File: config.mk
export PLATFORM = sky130hd
export DESIGN_NAME = branch_predict_unit
export DESIGN_NICKNAME = d
export VERILOG_FILES = /design/src/rtl/branch_predict_unit.sv
export SDC_FILE = /design/constraint.sdc
export NUM_CORES = 1
export LEC_CHECK = 0
export BUFFER_PORTS_ARGS = -buffer_cell sky130_fd_sc_hd__buf_2
export CELL_PAD_IN_SITES_DETAIL_PLACEMENT = 1
export CELL_PAD_IN_SITES_GLOBAL_PLACEMENT = 1
export CORE_ASPECT_RATIO = 2
export CORE_MARGIN = 3
export CORE_UTILIZATION = 29
export DETAILED_ROUTE_END_ITERATION = 7
export MAX_ROUTING_LAYER = met4
export PLACE_DENSITY_LB_ADDON = 0.1
export REMOVE_ABC_BUFFERS = 1
export SLEW_MARGIN = 20
export SYNTH_ARGS = -nofsm -noshare
export SYNTH_HDL_FRONTEND = slang
export SYNTH_SLANG_ARGS = --single-unit
File: constraint.sdc
create_clock -name clk -period 7 [get_ports clk]
set_input_delay 1.4 -clock clk [delete_from_list [all_inputs] [get_ports clk]]
set_output_delay 1.4 -clock clk [all_outputs]
set_load 0.01 [all_outputs]
File: src/rtl/branch_predict_unit.sv
// rtl/branch_predict_unit.sv - direct-mapped BTB with 2-bit counters, branch resolve and redirect
// Optional macro BRANCH_PERF_EN adds control-flow and mispredict counters.
module branch_predict_unit #(
  parameter int         PC_W      = 9,
  parameter int         BTB_DEPTH = 16,
  parameter int         IDX_W     = $clog2(BTB_DEPTH),
  parameter logic [1:0] CTR_INIT  = 2'b01
) (
  input  logic            clk,
  input  logic            reset,
  input  logic [PC_W-1:0] F_PC,
  output logic            F_PredTaken,
  output logic [31:0]     F_PredPC,
  input  logic            E_Valid,
  input  logic [PC_W-1:0] E_PC,
  input  logic [31:0]     E_Imm,
  input  logic            E_Branch,
  input  logic            E_Jump,
  input  logic            E_JumpReg,
  input  logic            E_Halt,
  input  logic [31:0]     E_AluResult,
  input  logic            E_PredTaken,
  input  logic [31:0]     E_PredPC,
  output logic [31:0]     PC_Imm,
  output logic [31:0]     PC_Four,
  output logic [31:0]     BrPC,
  output logic            PcSel,
  output logic            Flush
`ifdef BRANCH_PERF_EN
  ,
  output logic [31:0]     Perf_CfCount,
  output logic [31:0]     Perf_MissCount
`endif
);

  localparam int TAG_W = PC_W - IDX_W - 2;

  logic             valid_q  [BTB_DEPTH];
  logic [TAG_W-1:0] tag_q    [BTB_DEPTH];
  logic [1:0]       ctr_q    [BTB_DEPTH];
  logic [PC_W-1:0]  target_q [BTB_DEPTH];

  logic [IDX_W-1:0] f_idx, e_idx;
  logic [TAG_W-1:0] f_tag, e_tag;
  logic             f_hit, e_hit;
  logic             cf, taken, mispredict, is_alias;
  logic [31:0]      pc_imm_raw, pc_four_raw;

  assign f_idx = F_PC[IDX_W+1:2];
  assign f_tag = F_PC[PC_W-1:IDX_W+2];
  assign e_idx = E_PC[IDX_W+1:2];
  assign e_tag = E_PC[PC_W-1:IDX_W+2];

  assign f_hit       = valid_q[f_idx] && (tag_q[f_idx] == f_tag);
  assign F_PredTaken = f_hit && ctr_q[f_idx][1];
  assign F_PredPC    = F_PredTaken ? 32'(target_q[f_idx]) : 32'(F_PC) + 32'd4;

  assign e_hit       = valid_q[e_idx] && (tag_q[e_idx] == e_tag);
  assign pc_imm_raw  = E_JumpReg ? E_AluResult : 32'(E_PC) + E_Imm;
  assign pc_four_raw = 32'(E_PC) + 32'd4;
  assign cf          = E_Branch | E_Jump | E_JumpReg;
  assign taken       = (E_Branch & E_AluResult[0]) | E_Jump | E_JumpReg;
  assign mispredict  = E_Valid & ((taken != E_PredTaken) | (taken & (pc_imm_raw != E_PredPC)));
  // A taken prediction on a non-branch means the BTB entry aliased onto this PC.
  assign is_alias    = !cf && E_PredTaken;

  assign PC_Imm  = E_Valid ? pc_imm_raw : 32'd0;
  assign PC_Four = E_Valid ? pc_four_raw : 32'd0;
  assign Flush   = mispredict;
  assign PcSel   = mispredict | (E_Valid & E_Halt);

  always_comb begin
    BrPC = 32'd0;
    if (mispredict)
      BrPC = taken ? pc_imm_raw : pc_four_raw;
    else if (E_Valid && E_Halt)
      BrPC = 32'(E_PC);
  end

  always_ff @(posedge clk) begin
    if (reset) begin
      for (int i = 0; i < BTB_DEPTH; i++) begin
        valid_q[i] <= 1'b0;
        ctr_q[i]   <= CTR_INIT;
      end
    end else if (E_Valid) begin
      if (taken) begin
        valid_q[e_idx]  <= 1'b1;
        tag_q[e_idx]    <= e_tag;
        target_q[e_idx] <= pc_imm_raw[PC_W-1:0];
        if (E_Jump || E_JumpReg)
          ctr_q[e_idx] <= 2'b11;
        else if (e_hit)
          ctr_q[e_idx] <= (ctr_q[e_idx] == 2'b11) ? 2'b11 : ctr_q[e_idx] + 2'd1;
        else
          ctr_q[e_idx] <= 2'b10;
      end else if (E_Branch) begin
        // Not-taken branches only train an existing entry, never allocate.
        if (e_hit)
          ctr_q[e_idx] <= (ctr_q[e_idx] == 2'b00) ? 2'b00 : ctr_q[e_idx] - 2'd1;
      end else if (is_alias && e_hit) begin
        valid_q[e_idx] <= 1'b0;
      end
    end
  end

`ifdef BRANCH_PERF_EN
  always_ff @(posedge clk) begin
    if (reset) begin
      Perf_CfCount   <= 32'd0;
      Perf_MissCount <= 32'd0;
    end else begin
      if (E_Valid && cf)
        Perf_CfCount <= Perf_CfCount + 32'd1;
      if (mispredict)
        Perf_MissCount <= Perf_MissCount + 32'd1;
    end
  end
`endif

endmodule

Yosys cells after proc, flatten, opt, wreduce, memory -nomap -nowiden --
Memory sizes are Yosys's and may differ from the RTL's. Cells that the tools add are included.
Storage, ports and cells: register bits 0, RAM bits 240, output and inout bits 131, logic and storage cells 92, memories 4, input port bits 122
Operators by class: add/subtract/negate cells 5, equality and inequality tests 5, bitwise operators 14, multiplexer cells 53, reduce and logical (&&, ||, !) cells 11
Memory list:
- target_q | words 16, width 9, read ports 1, clocked after Yosys merged registers in 0, wr ports 1, RTL line 41 | logic [PC_W-1:0] target_q [BTB_DEPTH];
- tag_q | words 16, width 3, read ports 2, clocked after Yosys merged registers in 0, wr ports 1, RTL line 39 | logic [TAG_W-1:0] tag_q [BTB_DEPTH];
- ctr_q | words 16, width 2, read ports 2, clocked after Yosys merged registers in 0, wr ports 16, RTL line 40 | logic [1:0] ctr_q [BTB_DEPTH];
- valid_q | words 16, width 1, read ports 2, clocked after Yosys merged registers in 0, wr ports 16, RTL line 38 | logic valid_q [BTB_DEPTH];
Operators by type and width (number):
- 32-bit two-way mux | 4
- 1-bit two-way mux | 38
- 9-bit by 32-bit adder with 32-bit output | 1
- 32-bit != test | 1
- 9-bit by 3-bit adder with 10-bit output, second input constant | 2
- 10-bit two-way mux | 2
- 2-bit two-way mux | 6
- 1-bit bitwise OR | 10
- 9-bit two-way mux | 1
- 4-bit two-way mux | 2
- 3-bit equality test | 2
- 1-bit logical AND | 6
- 1-bit bitwise AND | 4
- 2-bit by 1-bit adder with 2-bit output, second input constant | 1
- 2-bit equality test, second input constant | 1
- 2-bit zero test | 1
- 2-bit OR reduction | 1
- 2-bit by 1-bit subtractor with 2-bit output, second input constant | 1
- 1-bit zero test | 1
- 1-bit logical OR | 1
- 1-bit != test | 1
- 1-bit OR reduction | 1

Longest topological paths before layout --
Gate-level depths: netlist of run 1.
word-level depth 14, mapped depth 14, depth with buffers taken out 13

Least setup slack after synthesis of run 1 --
OpenSTA, ideal clock, no wires.
path kind input -> output, start input E_PC[0], end output BrPC[4], required time 5.600 ns, stages on the path 13, slack 1.247 ns, arrival 4.353 ns, cells stage by stage ha_1 inv_1 fa_1 nor2b_4 o31ai_1 a21o_1 a211oi_2 xor2_1 or3_1 nor4_2 and4_4 o21ai_0 o21ai_1
On the way: word-level cells in the longest chain between the ends 7, elaborated cells between the ends (all ways) 9, classes of those cells 2 x add/sub; 1 x eq/ne; 3 x mux; 3 x bitwise
Ends and longest elaborated chain:
- start, declared | RTL line 15 | input logic [PC_W-1:0] E_PC,
- 9-bit by 32-bit adder with 32-bit output | RTL line 59 | assign pc_imm_raw = E_JumpReg ? E_AluResult : 32'(E_PC) + E_Imm;
- 32-bit two-way mux | RTL line 59
- named net pc_imm_raw[8] | RTL line 47 | logic [31:0] pc_imm_raw, pc_four_raw;
- 32-bit != test | RTL line 63 | assign mispredict = E_Valid & ((taken != E_PredTaken) | (taken & (pc_imm_raw != E_PredPC)));
- 1-bit bitwise AND | RTL line 63
- 1-bit bitwise OR | RTL line 63
- 1-bit bitwise AND | RTL line 63
- 32-bit two-way mux | RTL line 74 | if (mispredict)
- end, declared | RTL line 26 | output logic [31:0] BrPC,
The timed path passes the listed nets, and every way through them passes these cells.

Final worst setup path of run 1 --
start input E_PC[7], end output BrPC[6]
On the way: word-level cells in the longest chain between the ends 7
Ends and longest elaborated chain (RTL line):
- 9-bit by 32-bit adder with 32-bit output | 59
- 32-bit two-way mux | 59
- 32-bit != test | 63
- 1-bit bitwise AND | 63
- 1-bit bitwise OR | 63
- 1-bit bitwise AND | 63
- 32-bit two-way mux | 74
No other way between the ends.

==> results of run 1 <==
-- final timing paths --
kind	startpoint	endpoint	slack, ns
hold reg to reg	ctr_q[10][0]$_SDFFCE_PN1P_	ctr_q[15][1]$_SDFFCE_PN0P_	1.44
setup / recovery	E_PC[7]	BrPC[6]	0.21
setup reg to reg	valid_q[7]$_SDFFCE_PN0P_	ctr_q[5][1]$_SDFFCE_PN0P_	3.37
hold / removal	E_PC[8]	tag_q[8][2]$_DFFE_PP_	1.37
-- flip-flops by register name, summed over array words and instances (netlist names) --
signal,count
ctr_q,32
tag_q,48
valid_q,16
target_q,144
-- cells in the final DEF (no fill, tap or decap), types with 7 or more instances in the layout --
cell	instances
edfxtp_1	240
buf_2	207
nor2_1	123
mux4_2	90
nand2_1	74
buf_4	61
xnor2_1	54
nand3_1	49
a21oi_1	46
o21ai_0	44
conb_1	44
o21bai_1	33
xor2_1	30
inv_1	20
clkbuf_16	20
nor2_2	19
nand4_1	18
nor3_1	17
ha_1	14
o211ai_1	13
nand2b_1	13
nor4_1	12
and3_1	10
mux2i_1	10
o21ai_1	9
and2_1	9
nor3b_1	9
or3_1	7
nor2b_1	7
-- final cells by class --
cell class / instances / area, µm² / area share, %
antenna: 1 / 2.50 / 0.0145
clock buffer: 23 / 512 / 2.97
clock inverter: 12 / 156 / 0.909
inverter: 21 / 78.8 / 0.458
multi-input combinational: 862 / 6870 / 39.9
sequential: 240 / 7210 / 41.9
tap: 649 / 812 / 4.72
timing repair buffer: 272 / 1570 / 9.15
-- worst max-delay path, stage by stage --
cell	delay [ns]
buf_2	0.18
ha_1	0.46
nand3_1	0.21
o211ai_4	0.44
o21ai_0	0.42
buf_4	0.29
a311oi_2	0.47
buf_4	0.19
o2111ai_1	0.10
a21oi_1	0.17
buf_4	0.20
nand4_1	0.11
o211ai_2	0.31
o21ai_1	0.22
buf_2	0.19
-- cell usage after synthesis, types with 5 or more instances --
| library cell | number | area [µm²] |
|---|---|---|
| buf_4 | 46 | 345 |
| nor2b_1 | 7 | 43.8 |
| buf_1 | 16 | 60.1 |
| nor4_1 | 12 | 75.1 |
| nand4_1 | 18 | 113 |
| xnor2_1 | 54 | 473 |
| a21oi_1 | 46 | 230 |
| o21a_1 | 5 | 37.5 |
| mux2_2 | 6 | 67.6 |
| o21ai_1 | 9 | 45.0 |
| mux2i_1 | 10 | 100 |
| nand2b_1 | 13 | 81.3 |
| nor2_2 | 19 | 119 |
| inv_1 | 20 | 75.1 |
| clkbuf_1 | 29 | 109 |
| and4_1 | 5 | 43.8 |
| nand2_1 | 74 | 278 |
| mux4_2 | 90 | 2030 |
| nor3b_1 | 9 | 67.6 |
| buf_2 | 26 | 130 |
| o211ai_1 | 13 | 97.6 |
| buf_6 | 5 | 56.3 |
| o21ai_0 | 45 | 225 |
| o21bai_1 | 33 | 248 |
| nand3_1 | 49 | 245 |
| edfxtp_1 | 240 | 7210 |
| ha_1 | 14 | 175 |
| nor3_1 | 17 | 85.1 |
| or3_1 | 7 | 43.8 |
| nor2_1 | 123 | 462 |
| and2_1 | 9 | 56.3 |
| o31ai_1 | 6 | 45.0 |
| xor2_1 | 30 | 263 |
| and3_1 | 10 | 62.6 |
| a31oi_1 | 5 | 31.3 |
-- report_power, final --
group	switching (mW)	internal (mW)
Sequential	0.00921	1.62
Combinational	0.437	0.248
Clock	0.534	0.645
-- cell families after synthesis --
kind of cell / after synthesis / synth area share (%)
simple gates: 398 / 14.1
flops: 240 / 49.1
compound gates: 215 / 10.1
buf+inv: 143 / 5.31
mux: 106 / 15.0
xor+xnor: 84 / 5.02
fa+ha+maj: 15 / 1.33
other cells: 1 / 0.0256
-- per-layer routing --
| layer | up-vias | wire length, µm | GRT usage [%] |
|---|---|---|---|
| met4 | 0 | 3770 | 11.8 |
| met5 | - | 0 | - |
| met1 | 5555 | 19400 | 21.4 |
| met3 | 102 | 1870 | 1.75 |
| li1 | 4930 | - | - |
| met2 | 386 | 34300 | 44.6 |
==> results.toml, run 1 <==
[synthesis]
synth-edff-count = 240
syn_inst = 1202
synth-seq-cells = 240
ys_seq_area_share_pct = 49.1
postSynth.asyncResetShare_pct = 0
ys_warn_count = 0
syn_area_um2 = 14700
ys.flop_type = "edfxtp_1"
synth.avg_cell_area_um2 = 12.2
ys_types = 86

[worst_setup_path]
crit_path_end_kind = "output pin"
cp.arrival_ns = 5.39
criticalPathCategory = "input port to output pin"
cp-start-kind = "input port"
r2r_cells = 7
worstPathMaxFanout = 10
cp.required_ns = 5.60

[die]
start_util_pct = 29.3
die_h_um = 324
dieArea_um2 = 53500
num_io_pins = 253
die_w_um = 165
core_region_area_um2 = 50100
rows = 116

[cts]
cts.sinks = 240
cts_buffers = 20
cts_tree = "yes"
cts_max_path_buffers = 3
htree_levels = 1
post_cts_buffers = 0
path_clk_slew_ns = 0.08
insertion_delay_ns = 0.52
cts_repair_resize_count = 1
cts_hold_buf = 0
cts_root_buffer = "clkbuf_16"

[timing]
hold_violations = 0
finClkSkew_ns = 0.0186
min_period_over_period_pct = 97.0
max_freq_mhz = 147
worst_hold_slack_ns = 1.37
rsz0062_at_grt = "false"
worstMarginPinSlew_ns = 0.943
setup_tns_ns = 0
slew_headroom_pct = 37.1
setup_ws_ns = 0.210
setup_violations = 0
min_period_ns = 6.79
drv_slew = 0

[place]
gp_routability_congestion = 0.965
dp_cells = 2044
hpwl_um = 46500
post_dp_cell_area_um2 = 16500
preCtsSetupSlack_ns = -0.0479
portBuffers = 208

[drt]
ant_nets = 0
vias_per_cell = 5.28
wl_per_cell_um = 28.5
first_iter_violations = 473
routed_wl_um = 59400
drc = 0
via_count = 11000
first_pass_iters = 4

[power_and_ir_drop]
power_density_nw_per_um2 = 203
ir_drop_uv = 132
finalPower_mw = 3.50
p_leak_nw = 5.95

[run]
cap_violations = 0

[global_routing]
grt_pass1_vias = 12000
antenna_found_initial = 1
grt_max_degree = 37
grt_overflow = 0
grt_pass1_wl_um = 84300
track_usage_pct = 22.7

[cells_and_area]
layout-drive-gt1-share_pct = 31.5
post-route-util_pct = 34.4
postLayoutCellArea_um2 = 17200
n_fill_cell = 5533
final_nets = 1554
areaGrowthSynthToFinish_pct = 17.3
final_cells = 2080

[outcome]
status = "finished clean"

[hold_path]
min_path_type = "input port to flip-flop"
hold_path_depth = 2
(Power assumes the default switching activity.)
==> run 2: changes to the inputs <==
==> constraint.sdc (replaced) <==
create_clock -name clk -period 7 [get_ports clk]
set_input_delay 1.4 -clock clk [delete_from_list [all_inputs] [get_ports clk]]
set_output_delay 1.4 -clock clk [all_outputs]
set_load 0.005 [all_outputs]
==> run 2 against run 1 <==
  * Sequential power hardly changed
  * Non-clock buffer count is 7 higher
  * Count of clock-buffer cells in the layout did not move
  * Core utilization fell by 0.052 points
  * Routed wire length grew 3.4%
  * Cell count increased by 0.38%
  * Die area unchanged
  * Critical path type unchanged
  * Largest cell class unchanged
==> results.toml, run 2 (same netlist as run 1, synthesis figures left out) <==
[timing]
slew_headroom_pct = 35.8
drv_slew = 0
setup_violations = 0
finClkSkew_ns = 0.0154
min_period_over_period_pct = 93.7
max_freq_mhz = 152
rsz0062_at_grt = "false"
min_period_ns = 6.56
hold_violations = 0
worst_hold_slack_ns = 1.38
worstMarginPinSlew_ns = 0.962
setup_tns_ns = 0
setup_ws_ns = 0.442

[place]
preCtsSetupSlack_ns = 0.403
post_dp_cell_area_um2 = 16600
gp_routability_congestion = 0.948
hpwl_um = 47900
dp_cells = 2051
portBuffers = 208

[cts]
htree_levels = 1
cts.sinks = 240
cts_hold_buf = 0
cts_repair_resize_count = 0
cts_tree = "yes"
cts_buffers = 21
cts_max_path_buffers = 3
insertion_delay_ns = 0.53
path_clk_slew_ns = 0.07
post_cts_buffers = 0
cts_root_buffer = "clkbuf_16"

[worst_setup_path]
criticalPathCategory = "input port to output pin"
cp_top_family = "simple AND/OR/NAND/NOR gates"
cp.required_ns = 5.60
cp_common_cell = "buf_2"
cp_slowest_stage_delay_ns = 0.45
crit_path_end_kind = "output pin"
cp_slowest_cell = "or4b_1"
worstPathCellList = "buf_2 -> ha_1 -> a21oi_1 -> o211ai_2 -> buf_4 -> or4b_1 -> and3b_1 -> xor2_1 -> nand3_2 -> nor4_1 -> and4_4 -> o21ai_0 -> o21ai_1 -> buf_2"
worstPathMaxFanout = 7
cp.arrival_ns = 5.16
cp-start-kind = "input port"
crit_buf_inv = 3

[die]
rows = 116
dieArea_um2 = 53500
die_h_um = 324
die_w_um = 165
num_io_pins = 253
start_util_pct = 29.3
core_region_area_um2 = 50100

[drt]
first_iter_violations = 535
ant_nets = 0
wl_met3_um = 1760
wl_per_cell_um = 29.4
drc = 0
drt-met1-wl_um = 19800
via_count = 11000
vias_per_cell = 5.28
first_pass_iters = 4
met2WireLength_um = 35500
routed_wl_um = 61400
dr.max_layer_used = "met4"

[cells_and_area]
largest_register = "target_q"
final_common_cell = "edfxtp_1"
antenna_cells = 0
largestRegisters = "target_q x144, tag_q x48, ctr_q x32"
layout-drive-gt1-share_pct = 31.8
final_cell_mix = "edfxtp_1, buf_2, nor2_1"
post-route-util_pct = 34.3
n_fill_cell = 5559
multi_input_area_um2 = 6860
areaGrowthSynthToFinish_pct = 17.2
final_cells = 2088
final_nets = 1562
largest_reg_flops = 144
seq_area_um2 = 7210
postLayoutCellArea_um2 = 17200

[run]
cap_violations = 0

[power_and_ir_drop]
power_density_nw_per_um2 = 200
finalPower_mw = 3.43
ir_drop_uv = 139
p_leak_nw = 5.96

[global_routing]
antenna_found_initial = 1
grt_pass1_wl_um = 87100
grt_max_degree = 34
track_usage_pct = 23.6
grt_overflow = 0
grt_pass1_vias = 12200

[outcome]
status = "finished clean"

[hold_path]
min_path_type = "input port to flip-flop"
==> run 2: routing by layer <==
| metal | vias up | global-route usage [%] |
|---|---|---|
| met5 | - | - |
| met4 | 0 | 13.7 |
| met3 | 126 | 1.60 |
| met2 | 373 | 46.2 |
| met1 | 5584 | 21.9 |
| li1 | 4940 | - |
==> run 2: final cells by class <==
cell class	instances	share of cell area (%)
Tap cell	649	4.73
Clock buffer	23	3.10
Timing Repair Buffer	279	9.32
Multi-Input combinational cell	862	39.9
Clock inverter	14	0.553
Inverter	21	0.459
Sequential cell	240	41.9
==> run 2: final timing paths <==
kind / start / endpoint / slack (ns) / cells after the start
min: E_PC[6] / tag_q[5][0]$_DFFE_PP_ / 1.38 / 2
min reg2reg: ctr_q[6][0]$_SDFFCE_PN1P_ / ctr_q[12][1]$_SDFFCE_PN0P_ / 1.51 / 7
max: E_PC[5] / BrPC[4] / 0.44 / 14
max reg2reg: tag_q[15][2]$_DFFE_PP_ / ctr_q[0][1]$_SDFFCE_PN0P_ / 3.47 / 8
==> run 2: worst reg2reg max path, cell delays in order (launching register included) <==
cell and delay [ns]:
edfxtp_1 0.39, mux4_2 0.49, mux4_2 0.49, xnor2_1 0.19, nand4_1 0.32, o21a_1 0.76, o21bai_1 0.21, buf_4 0.33
nor2_1 0.09
==> run 2: power by group <==
group	switching, mW	total [mW]	internal [mW]	leakage, nW
logic	0.424	0.672	0.248	3.48
clock network	0.536	1.13	0.590	0.313
registers	0.00926	1.63	1.62	2.17
total	0.970	3.43	2.46	5.96
